<file path="config.mk">
export PLATFORM = sky130hd
export DESIGN_NAME = rx_fifo
export DESIGN_NICKNAME = d
export VERILOG_FILES = /design/src/rtl/rx_fifo.sv
export SDC_FILE = /design/constraint.sdc
export NUM_CORES = 1
export LEC_CHECK = 0
export ABC_AREA = 0
export CAP_MARGIN = 20
export CORE_MARGIN = 2
export CORE_UTILIZATION = 30
export CTS_BUF_LIST = sky130_fd_sc_hd__clkbuf_4 sky130_fd_sc_hd__clkbuf_8
export CTS_CLUSTER_DIAMETER = 40
export DETAILED_ROUTE_END_ITERATION = 8
export HOLD_SLACK_MARGIN = 0.12
export PLACE_DENSITY = 0.56
export SLEW_MARGIN = 25
export SYNTH_ARGS = -nofsm -noshare
export SYNTH_HDL_FRONTEND = slang
export SYNTH_SLANG_ARGS = --single-unit
</file>
<file path="constraint.sdc">
create_clock -name Clk -period 2.6 [get_ports Clk]
set_clock_uncertainty 0.05 [all_clocks]
set_input_delay 0.26 -clock Clk [delete_from_list [all_inputs] [get_ports Clk]]
set_output_delay 0.26 -clock Clk [all_outputs]
set_load 0.01 [all_outputs]
</file>
<file path="src/rtl/rx_fifo.sv">
// rx_fifo: parametrised synchronous receive FIFO for UART bytes.
// Internal wrap-around pointers and an occupancy counter.
// EMPTY, FULL and AFULL are decoded from the registered count.
// OVERFLOW and UNDERFLOW are sticky error flags.
// Read data is registered and qualified by a one-cycle dataValid pulse.
module rx_fifo #(
    parameter int unsigned DATA_W   = 8,
    parameter int unsigned ADDR_W   = 2,
    parameter int unsigned AFULL_TH = 3
) (
    input  logic              Clk,
    input  logic              Rst,
    input  logic              WR,
    input  logic [DATA_W-1:0] dataIn,
    input  logic              RD,
    output logic [DATA_W-1:0] dataOut,
    output logic              dataValid,
    output logic              EMPTY,
    output logic              FULL,
    output logic              AFULL,
    output logic [ADDR_W:0]   count,
    output logic              OVERFLOW,
    output logic              UNDERFLOW,
    input  logic              ERR_CLR
);

    localparam int unsigned       DEPTH    = 1 << ADDR_W;
    localparam logic [ADDR_W:0]   DEPTH_C  = (ADDR_W+1)'(DEPTH);
    localparam logic [ADDR_W:0]   AFULL_C  = (ADDR_W+1)'(AFULL_TH);
    localparam logic [ADDR_W:0]   CNT_ONE  = (ADDR_W+1)'(1);
    localparam logic [ADDR_W-1:0] PTR_ONE  = ADDR_W'(1);

    logic [DATA_W-1:0] mem_q [DEPTH];
    logic [ADDR_W-1:0] wr_ptr_q, wr_ptr_d;
    logic [ADDR_W-1:0] rd_ptr_q, rd_ptr_d;
    logic [ADDR_W:0]   count_q, count_d;
    logic [DATA_W-1:0] dout_q, dout_d;
    logic              valid_q, valid_d;
    logic              ovf_q, ovf_d;
    logic              udf_q, udf_d;
    logic              wr_en, rd_en;

    // Status decode from the registered occupancy
    always_comb begin
        EMPTY = (count_q == '0);
        FULL  = (count_q == DEPTH_C);
        AFULL = (count_q >= AFULL_C);
    end

    // Acceptance, pointer, count, read-data and error-flag next state
    always_comb begin
        wr_en    = WR && !FULL;
        rd_en    = RD && !EMPTY;
        wr_ptr_d = wr_ptr_q;
        rd_ptr_d = rd_ptr_q;
        count_d  = count_q;
        dout_d   = dout_q;
        valid_d  = rd_en;
        if (wr_en) begin
            wr_ptr_d = wr_ptr_q + PTR_ONE;
        end
        if (rd_en) begin
            rd_ptr_d = rd_ptr_q + PTR_ONE;
            dout_d   = mem_q[rd_ptr_q];
        end
        if (wr_en && !rd_en) begin
            count_d = count_q + CNT_ONE;
        end else if (rd_en && !wr_en) begin
            count_d = count_q - CNT_ONE;
        end
        // A new error event in the same cycle as ERR_CLR leaves the flag set
        ovf_d = (ERR_CLR ? 1'b0 : ovf_q) | (WR && FULL);
        udf_d = (ERR_CLR ? 1'b0 : udf_q) | (RD && EMPTY);
    end

    // Storage array: written on accepted writes, never reset
    always_ff @(posedge Clk) begin
        if (wr_en && !Rst) begin
            mem_q[wr_ptr_q] <= dataIn;
        end
    end

    // Control and output registers with synchronous reset
    always_ff @(posedge Clk) begin
        if (Rst) begin
            wr_ptr_q <= '0;
            rd_ptr_q <= '0;
            count_q  <= '0;
            dout_q   <= '0;
            valid_q  <= 1'b0;
            ovf_q    <= 1'b0;
            udf_q    <= 1'b0;
        end else begin
            wr_ptr_q <= wr_ptr_d;
            rd_ptr_q <= rd_ptr_d;
            count_q  <= count_d;
            dout_q   <= dout_d;
            valid_q  <= valid_d;
            ovf_q    <= ovf_d;
            udf_q    <= udf_d;
        end
    end

    // Output drive from registered state
    always_comb begin
        dataOut   = dout_q;
        dataValid = valid_q;
        count     = count_q;
        OVERFLOW  = ovf_q;
        UNDERFLOW = udf_q;
    end

endmodule

</file>
==> results.toml <==
[power_and_ir_drop]
leakage_nw = 0.837
clock_power_share = 0.257
seqPwrFrac = 0.472
power_switching_uw = 637
p_int_mw = 1.61
power.share.combinational = 0.271
sw_frac_of_total = 0.284
power_density_nw_per_um2 = 914
vdd_drop_max_uv = 481
power.total_mw = 2.24

[placement]
preCtsSetupSlack_ns = 0.211
placed_area_um2 = 2330
io_buffer_count = 29
dp_hpwl_um = 2630
place_congestion = 0.736

[yosys]
async_reset_ff_frac = 0
syn_inst = 136
syn_nets = 155
synth_compound_area_frac = 0.0543
synth_flop_cell = "edfxtp_1"
synthAdderAreaFrac = 0.0422
synth_top_cell_area_share = 0.491
syn_avg_cell_area_um2 = 14.4
synth_edf_count = 32
netlist_area_um2 = 1960
synth_cell_types = 27
ys_warn_count = 0
seq_area_frac_synth = 0.675
yosys.area.top_type = "edfxtp_1"
synth_area_leaders = "edfxtp_1, dfxtp_1, mux4_2"
synth-simple-area-share = 0.0882
synth-seq-cells = 50
synth.area.mux_share = 0.0972
synth-xor-area-share = 0.0134
synth_top_family_by_area = "multiplexers"

[cts]
ctsHoldBuffers = 0
cts_buffers = 5
tritoncts = "yes"
clock-sinks = 50
htree_levels = 2
cts_post_setup_buffers_inserted = 0
clk_pin_slew_worst_paths_ns = 0.10
cts_root_buffer = "clkbuf_8"
cts.path.max_buffers = 2
insertion_delay_ns = 0.30
ctsResizeCount = 0

[worst_setup_path]
rr_startpoint = "count[0]$_SDFFE_PP0P_"
r2r-end = "count[2]$_SDFFE_PP0P_"
crit_arrival_ns = 2.36
path_class = "flop to flop"
critPathLaunchType = "flop"
reg2reg_slack_ns = 0.42
cp_max_fo = 8
critPathRequiredTime_ns = 2.77
reg2regPathDepth = 8
end_kind = "flop"

[min_path]
hold_class = "flop to flop"
min_to = "dataOut[4]$_SDFFE_PP0P_"
whs_path_depth = 2
hp-start = "dataOut[4]$_SDFFE_PP0P_"

[cells_and_area]
final_area_um2 = 2450
num-fill-cells = 610
final_nets = 188
syn2layout_area_growth_pct = 25.3
seq_area_um2 = 1320
insertedDiodeCount = 0
multi_input_area_um2 = 578
drive_gt1_frac = 0.124

[timing]
rsz0062_at_grt = "no"
fmax_mhz = 458
fin_crit_sh = 0.840
worst_pin_slew_ns = 0.686
finalCriticalPeriod_ns = 2.18
setup_viol = 0
max_slew_margin = 0.542
worst_slack_ns = 0.417
tns_ns = 0
hold_viol = 0
slew_violations = 0
fin_hold_ws_ns = 0.410

[outcome]
outcome = "completed"

[detailed_routing]
route.detailed.drc = 0
post_drt_via_cell_ratio = 4.68
ant_nets = 0
drt_iter0_markers = 30
drt_first_pass_iters = 4
finalWirelength_um = 3820
post_drt_wl_per_cell_um = 15.5
via_count = 1157

[floorplanning]
start_util = 0.310
core_um2 = 6310
dieArea_um2 = 7190
die_h_um = 84.8
core.rowCount = 29
io_pins = 30
die-width_um = 84.8

[global_routing]
grt_overflow = 0
grt_use_total = 0.119
grt_pass1_wl_um = 6380
antenna_found_initial = 0
grt_max_degree = 19
grt_pass1_vias = 1257

[run]
drv_cap = 0
[power by group through the flow]
| stage | sequential, mW | combinational (mW) | clock, mW |
|---|---|---|---|
| 3_5_place_dp | 1.08 | 0.614 | 0 |
| 2_1_floorplan | 1.04 | 0.379 | 0 |
| 4_1_cts | 1.06 | 0.619 | 0.593 |
| 6_report | 1.06 | 0.607 | 0.575 |
| 3_3_place_gp | 1.07 | 0.593 | 0 |
| 5_1_grt | 1.08 | 0.665 | 0.628 |
[area by class of cell]
type / count / share of cell area
flip-flops and latches: 50 / 0.539
repair buffers: 32 / 0.128
well taps: 77 / 0.0393
inverters: 6 / 0.00918
clock inverters: 2 / 0.0158
clock buffers: 6 / 0.0337
multi-input cells: 74 / 0.236
[placed cells by master (no fill, tap or decap)]
| master | synthesis | final |
|---|---|---|
| a21o_1 | 1 | 1 |
| xnor2_1 | 1 | 1 |
| clkbuf_8 | 0 | 6 |
| o31a_1 | 1 | 1 |
| xor2_1 | 2 | 2 |
| nor3b_2 | 1 | 1 |
| nor3_1 | 2 | 2 |
| nor2b_1 | 2 | 2 |
| or3_1 | 3 | 3 |
| inv_1 | 5 | 5 |
| and2_1 | 4 | 4 |
| clkdlybuf4s50_1 | 0 | 29 |
| mux2i_1 | 1 | 1 |
| o21ai_0 | 4 | 4 |
| edfxtp_1 | 32 | 32 |
| ha_1 | 5 | 5 |
| nor2_1 | 7 | 7 |
| fa_1 | 1 | 1 |
| mux4_2 | 8 | 8 |
| bufinv_16 | 0 | 1 |
| nand3b_1 | 1 | 1 |
| nand2_1 | 16 | 16 |
| inv_6 | 0 | 1 |
| a21oi_1 | 14 | 14 |
| inv_2 | 1 | 1 |
| buf_4 | 1 | 3 |
| dfxtp_1 | 18 | 18 |
[kinds of logic (layout without fill, tap and decap cells)]
family | count (synthesis) | count (layout)
flops | 50 | 50
compound gates | 20 | 20
fa+ha+maj | 6 | 6
simple gates | 36 | 36
mux | 9 | 9
xor+xnor | 3 | 3
buf+inv | 12 | 46
[critical path, cell delays in order, from the launching register on]
cell and delay, ns:
dfxtp_1 0.51, nor3b_2 0.15, nor2_1 0.12, ha_1 0.19, inv_1 0.06, fa_1 0.37
xor2_1 0.16, or3_1 0.33, a21oi_1 0.17
[per-layer routing]
layer / routed length (µm) / track usage / up-vias
li1: - / - / 557
met1: 1740 / 0.154 / 568
met2: 1880 / 0.194 / 26
met3: 143 / 0.0315 / 6
met4: 56 / 0.0390 / 0
met5: 0 / 0 / -
[stage by stage]
stage	std cells	utilization
global placement	239	0.369
finish	247	0.388
global route	247	0.388
floorplan	136	-
CTS	247	0.388
detailed placement	239	0.369
[state kept, by name, indices dropped and copies added (netlist names)]
name	cells
count	3
rd_ptr_q	2
OVERFLOW	1
dataValid	1
mem_q	32
wr_ptr_q	2
UNDERFLOW	1
dataOut	8
[Yosys cell counts (all sizes together) (2+ instances only)]
| cell | number |
|---|---|
| nor2 | 7 |
| nor2b | 2 |
| edfxtp | 32 |
| or3 | 3 |
| and2 | 4 |
| clkbuf | 2 |
| nor3 | 2 |
| a21oi | 14 |
| nand2 | 16 |
| inv | 6 |
| ha | 5 |
| dfxtp | 18 |
| mux4 | 8 |
| o21ai | 4 |
| xor2 | 2 |
| buf | 4 |
[worst max path at each step]
stage	startpoint	to	slack (ns)
2_1_floorplan	count[0]$_SDFFE_PP0P_	count[2]$_SDFFE_PP0P_	0.31
3_3_place_gp	WR	count[2]$_SDFFE_PP0P_	0.33
3_5_place_dp	WR	count[2]$_SDFFE_PP0P_	0.21
4_1_cts	count[0]$_SDFFE_PP0P_	count[2]$_SDFFE_PP0P_	0.40
5_1_grt	count[0]$_SDFFE_PP0P_	count[2]$_SDFFE_PP0P_	0.27
6_report	count[0]$_SDFFE_PP0P_	count[2]$_SDFFE_PP0P_	0.42
Note: power is estimated with default switching activity, not from simulation.
